File: config.mk
export PLATFORM = sky130hd
export DESIGN_NAME = sw_debounce_flat
export DESIGN_NICKNAME = d
export VERILOG_FILES = /design/src/rtl/sw_debounce_if.sv /design/src/rtl/sw_debounce.sv /design/src/flat_wrapper.sv
export SDC_FILE = /design/constraint.sdc
export NUM_CORES = 1
export LEC_CHECK = 0
export ABC_AREA = 1
export ABC_CLOCK_PERIOD_IN_PS = 8700
export CAP_MARGIN = 25
export CELL_PAD_IN_SITES_DETAIL_PLACEMENT = 1
export CELL_PAD_IN_SITES_GLOBAL_PLACEMENT = 1
export CORE_ASPECT_RATIO = 1.4
export CORE_MARGIN = 2
export CORE_UTILIZATION = 47
export DETAILED_ROUTE_END_ITERATION = 10
export PLACE_DENSITY = 0.8
export SETUP_SLACK_MARGIN = 0.1
export SYNTH_ARGS = -nofsm -noshare
export SYNTH_HDL_FRONTEND = slang
export SYNTH_SLANG_ARGS = --single-unit
File: constraint.sdc
create_clock -name clk_100_in -period 8.7 [get_ports clk_100_in]
set_input_delay 2.175 -clock clk_100_in [delete_from_list [all_inputs] [get_ports clk_100_in]]
set_output_delay 2.175 -clock clk_100_in [all_outputs]
set_load 0.03 [all_outputs]
File: src/rtl/sw_debounce_if.sv
// Switch-side bus for sw_debounce: raw pins in, debounced levels and pulses out.
// rise_out/fall_out exist only when SW_DEBOUNCE_EDGE_EN is defined.
interface sw_debounce_if #(
   parameter int WIDTH = 8
);
   logic [0:WIDTH-1] sw_in;
   logic [0:WIDTH-1] db_out;
   logic             change_out;
`ifdef SW_DEBOUNCE_EDGE_EN
   logic [0:WIDTH-1] rise_out;
   logic [0:WIDTH-1] fall_out;
`endif

   modport master (
      output sw_in,
`ifdef SW_DEBOUNCE_EDGE_EN
      input  rise_out,
      input  fall_out,
`endif
      input  db_out,
      input  change_out
   );

   modport slave (
      input  sw_in,
`ifdef SW_DEBOUNCE_EDGE_EN
      output rise_out,
      output fall_out,
`endif
      output db_out,
      output change_out
   );
endinterface

File: src/rtl/sw_debounce.sv
// Per-bit synchronizer and counting debouncer for the board slide switches.
// Optional macro SW_DEBOUNCE_EDGE_EN adds registered per-bit rise/fall pulses.
module sw_debounce #(
   parameter int WIDTH       = 8,
   parameter int SYNC_STAGES = 2,
   parameter int CNT_MAX     = 1000000
) (
   input  logic         clk_100_in,
   input  logic         rst_in,
   sw_debounce_if.slave sw_bus
);
   localparam int            CW       = $clog2(CNT_MAX + 1);
   localparam logic [CW-1:0] CNT_LAST = CW'(CNT_MAX - 1);

   typedef enum logic {IDLE = 1'b0, CHECK = 1'b1} state_t;

   logic [0:WIDTH-1] db_vec;
   logic [0:WIDTH-1] toggle_vec;

   genvar gi;
   generate
      for (gi = 0; gi < WIDTH; gi++) begin : g_bit
         logic [SYNC_STAGES-1:0] sync_q, sync_d;
         logic                   sync_bit;
         state_t                 state_q, state_d;
         logic [CW-1:0]          cnt_q, cnt_d;
         logic                   db_q, db_d;

         assign sync_d   = {sync_q[SYNC_STAGES-2:0], sw_bus.sw_in[gi]};
         assign sync_bit = sync_q[SYNC_STAGES-1];

         always_comb begin
            state_d = state_q;
            cnt_d   = cnt_q;
            db_d    = db_q;
            case (state_q)
               IDLE: begin
                  if (sync_bit != db_q) begin
                     // A one-cycle qualification accepts the new level immediately.
                     if (CNT_MAX == 1) begin
                        db_d = ~db_q;
                     end else begin
                        state_d = CHECK;
                        cnt_d   = CW'(1);
                     end
                  end
               end
               CHECK: begin
                  if (sync_bit == db_q) begin
                     state_d = IDLE;
                     cnt_d   = '0;
                  end else if (cnt_q == CNT_LAST) begin
                     db_d    = ~db_q;
                     state_d = IDLE;
                     cnt_d   = '0;
                  end else begin
                     cnt_d = cnt_q + 1'b1;
                  end
               end
               default: begin
                  state_d = IDLE;
                  cnt_d   = '0;
               end
            endcase
         end

         always_ff @(posedge clk_100_in or posedge rst_in) begin
            if (rst_in) begin
               sync_q  <= '0;
               state_q <= IDLE;
               cnt_q   <= '0;
               db_q    <= 1'b0;
            end else begin
               sync_q  <= sync_d;
               state_q <= state_d;
               cnt_q   <= cnt_d;
               db_q    <= db_d;
            end
         end

         assign db_vec[gi]     = db_q;
         assign toggle_vec[gi] = db_d ^ db_q;
      end
   endgenerate

   // Pulses are registered alongside db so they line up with the new level.
   logic change_q, change_d;
   assign change_d = |toggle_vec;

`ifdef SW_DEBOUNCE_EDGE_EN
   logic [0:WIDTH-1] rise_q, rise_d;
   logic [0:WIDTH-1] fall_q, fall_d;
   assign rise_d = toggle_vec & ~db_vec;
   assign fall_d = toggle_vec & db_vec;

   always_ff @(posedge clk_100_in or posedge rst_in) begin
      if (rst_in) begin
         rise_q <= '0;
         fall_q <= '0;
      end else begin
         rise_q <= rise_d;
         fall_q <= fall_d;
      end
   end

   assign sw_bus.rise_out = rise_q;
   assign sw_bus.fall_out = fall_q;
`endif

   always_ff @(posedge clk_100_in or posedge rst_in) begin
      if (rst_in) begin
         change_q <= 1'b0;
      end else begin
         change_q <= change_d;
      end
   end

   assign sw_bus.db_out     = db_vec;
   assign sw_bus.change_out = change_q;
endmodule

File: src/flat_wrapper.sv
// flat-port wrapper written by rule: the top's interface ports become plain ports
module sw_debounce_flat 
#(
   parameter int WIDTH       = 8,
   parameter int SYNC_STAGES = 2,
   parameter int CNT_MAX     = 1000000
)
  (clk_100_in, rst_in, sw_bus_sw_in, sw_bus_db_out, sw_bus_change_out);
  sw_debounce_if #(.WIDTH(WIDTH)) sw_bus_i ();
  input  logic clk_100_in;
  input  logic rst_in;
  input wire logic [$bits(sw_bus_i.sw_in)-1:0] sw_bus_sw_in;
  output wire logic [$bits(sw_bus_i.db_out)-1:0] sw_bus_db_out;
  output wire logic [$bits(sw_bus_i.change_out)-1:0] sw_bus_change_out;
  assign sw_bus_i.sw_in = sw_bus_sw_in;
  assign sw_bus_db_out = sw_bus_i.db_out;
  assign sw_bus_change_out = sw_bus_i.change_out;
  sw_debounce #(.WIDTH(WIDTH), .SYNC_STAGES(SYNC_STAGES), .CNT_MAX(CNT_MAX)) u_core (.clk_100_in(clk_100_in), .rst_in(rst_in), .sw_bus(sw_bus_i));
endmodule
==> summary.md <==
| Metric | Value |
|---|---|
| Number of buffers added on ports | 18 |
| Largest net degree at the start of global routing | 124 |
| Sw Pwr | 504.9 uW |
| Internal | 1353 uW |
| Critical path startpoint category | input port |
| Router iterations before antenna repair | 4 |
| Initial Utilization | 0.4740 |
| Largest family of logic cells by synthesized area | simple AND/OR/NAND/NOR gates |
| Complex-gate fraction of the synthesized area | 0.08713 |
| Final Skew | 0.01259 ns |
| Dpl cell area | 11660 um2 |
| Final core occ | 0.5156 |
| DIE AREA | 25200 um2 |
| GR peak layer | met2 |
| Core ar. | 23720 um2 |
| Period minus WS final | 3.822 ns |
| TritonCTS Sinks | 193 |
| Vias in the first global route | 10628 |
| Final HPWL DP | 20640 um |
| Post-CTS setup buffer count | 0 |
| Total CTS buffers | 17 |
| Post-synth EDFFs | 0 |
| Fmax | 261.6 MHz |
| Pre-CTS setup slack | 4.296 ns |
| I/O pins | 19 |
| Die span in y | 187.0 um |
| Flop pwr share | 0.512 |
| ANT cells | 0 |
| Setup_tns | 0 ns |
| GPL Wtd Cong | 0.8328 |
| Power Density | 151.9 nW/um2 |
| Final setup vio count | 0 |
| Mux cell area share after synthesis | 0 |
| Net Sw Frac | 0.2718 |
| Post-Route WL | 28220 um |
| Synth Area in Simple Gates | 0.3325 |
| FFs w/ async S/R, synth | 1.000 |
| Seq/Total Area, Yosys | 0.4295 |
| Final WS setup | 4.878 ns |
| Clock latency on the worst-skew pair | 0.45 ns |
| Via-per-instance ratio | 5.382 |
| Outcome | completed |
| Area Growth Syn to Fin | 8.779% |
| Placed insts | 1818 |
| CTS tree | yes |
| Hold Path Class | register to register |
| Clk slew on worst S/H paths | 0.07 ns |
| Total GRT Usage | 0.2389 |
| Post-Syn Nets | 1531 |
| Worst Path Arrival | 4.26 ns |
| Post-DRT Antenna Nets | 0 |
| Die width | 134.7 um |
| Slew Limit Fails | 0 |
| Nets | 1545 |
| CP startpoint | rst_in |
| Gates resized, CTS repair | 0 |
| Largest area contributor in the netlist | dfrtp_1 |
| Initial antenna violation count | 0 |
| Critical Path End | u_core.g_bit[5].cnt_q[12]$_DFFE_PP0P_ |
| Synth Cell Area | 11240 um2 |
| Logic gate share of total power | 0.072 |
| Fin crit share | 0.4393 |
| R2R Path End | u_core.g_bit[4].cnt_q[15]$_DFFE_PP0P_ |
| Final hold viol count | 0 |
| Via count | 9957 |
| Setup CP Type | input port to asynchronous set/reset pin |
| RSZ-0062 raised after global routing | no |
| Adder-cell share of the synthesized area | 0.008902 |
| Critical Path Fanout Max | 123 |
| Max VDD drop | 0.0001454 V |
| Area share of the largest cell type after synthesis | 0.4295 |
| Met2 Use GR | 0.4373 |
| Layout cell share with drive strength beyond 1 | 0.07468 |
| DRC Markers | 0 |
| Post-Synth XOR/XNOR Area | 0.05141 |
| Rows | 67 |
| Slew margin rel. | 0.3715 |
| Cell Count, Final, Fillers Out | 1850 |
| Seq cells post-synth | 193 |
| Mean Syn Cell Area | 7.432 um2 |
| R2R depth | 8 |
| CTS Buffer Depth | 2 |
| Max_cap viols | 0 |
| Syn Inst Count | 1513 |
| First-pass GRT wire length | 49640 um |
| WL per Instance | 15.25 um |
| Worst path required time | 9.14 ns |
| RR Startpoint | u_core.g_bit[4].cnt_q[0]$_DFFE_PP0P_ |
| H-tree depth | 4 |
| Fin area | 12230 um2 |
| CTS root buf | clkbuf_16 |
| R2r setup slk | 6.45 ns |
| Synthesis warning total | 0 |
| Iteration-0 DRC Markers | 369 |
| Clk network pwr share | 0.416 |
| Worst-Margin Slew | 0.9427 ns |
| Total leakage power | 0.005452 uW |
| GR Util met3 | 0.02981 |
| Top FF cell, synth | dfrtp_1 |
| Post-synth cell types | 40 |
| Routing usage on met1 | 0.2895 |
| CTS Hold Bufs | 0 |
| Synth area leaders | dfrtp_1 43%, nand2_1 14%, inv_1 7.0% |
| CP Capture Type | asynchronous set/reset pin |
| Total congestion overflow | 0 |
worst max-delay path: stages:
cell             delay [ns]
clkdlybuf4s50_1        0.50
inv_8                  0.64
buf_4                  0.81
layout by cell type (no fill, tap or decap), drive strengths merged, types with 18 or more instances in the layout:
master	netlist	layout
xor2	58	58
nor2	159	159
clkdlybuf4s50	0	18
nand4	42	42
nand3	151	151
clkbuf	1	19
o21ai	94	94
dfrtp	193	193
nor3	40	40
o22ai	37	37
nand2	424	424
inv	222	228
synth_stat cells, types with 13 or more instances:
library cell / count
nand3_1: 140
xor2_1: 58
nand2_2: 14
buf_4: 15
o22ai_1: 37
dfrtp_1: 193
nand2_1: 410
o21ai_1: 27
nor2_1: 127
inv_1: 211
nor2_2: 19
nand4_1: 42
nor3_1: 36
a21oi_1: 16
o21ai_0: 67
nor2_4: 13
registers in the layout (all words and copies together), names as in the netlist:
| signal | count |
|---|---|
| u_core.g_bit.state_q | 8 |
| u_core.g_bit.db_q | 8 |
| u_core.sw_bus.change_out | 1 |
| u_core.g_bit.cnt_q | 160 |
| u_core.g_bit.sync_q | 16 |
per-stage QoR:
step	hold slack [ns]	total power, uW
6_report	0.3547	1857
4_1_cts	0.3559	1885
5_1_grt	0.3714	1937
3_5_place_dp	0.3386	1103
2_1_floorplan	0.3312	1060
3_3_place_gp	0.3343	1097
final cells by class:
class	instances	area, um2
Timing Repair Buffer	20	195.2
Clock buffer	19	452.9
Inverter	225	852.1
Sequential cell	193	4830
Fill cell	3047	11490
Clock inverter	13	117.6
Tap cell	310	387.9
Multi-Input combinational cell	1070	5396
power by group through the flow:
stage	clock, uW	combinational [uW]	sequential [uW]
after CTS	796	138	951
final	773	133	951
after floorplan	0	99.8	960
after global placement	0	130	967
after detailed placement	0	135	968
after global routing	827	154	955
kinds of logic (layout without fill, tap and decap cells):
group / after synthesis / after routing
buffers and inverters: 250 / 277
adders and majority gates: 8 / 8
AOI/OAI and AO/OA: 171 / 171
xor gates and xnor gates: 66 / 66
and+or+nand+nor: 825 / 825
DFF: 193 / 193
routing by layer:
metal	up-vias	wire [um]
met3	36	506
li1	4883	-
met2	89	14830
met5	-	0
met1	4949	12370
met4	0	512
worst min-delay path by stage:
stage                                              startpoint                             endpoint  slack, ns  depth (start not counted)
final                     u_core.g_bit[7].sync_q[0]$_DFF_PP0_  u_core.g_bit[7].sync_q[1]$_DFF_PP0_       0.35                          0
after global routing      u_core.g_bit[6].sync_q[0]$_DFF_PP0_  u_core.g_bit[6].sync_q[1]$_DFF_PP0_       0.37                          0
after CTS                 u_core.g_bit[7].sync_q[0]$_DFF_PP0_  u_core.g_bit[7].sync_q[1]$_DFF_PP0_       0.36                          0
after detailed placement  u_core.g_bit[6].sync_q[0]$_DFF_PP0_  u_core.g_bit[6].sync_q[1]$_DFF_PP0_       0.34                          0
after global placement    u_core.g_bit[4].sync_q[0]$_DFF_PP0_  u_core.g_bit[4].sync_q[1]$_DFF_PP0_       0.33                          0
after floorplan           u_core.g_bit[0].sync_q[0]$_DFF_PP0_  u_core.g_bit[0].sync_q[1]$_DFF_PP0_       0.33                          0
No activity file was read; power rests on OpenSTA's default activity.
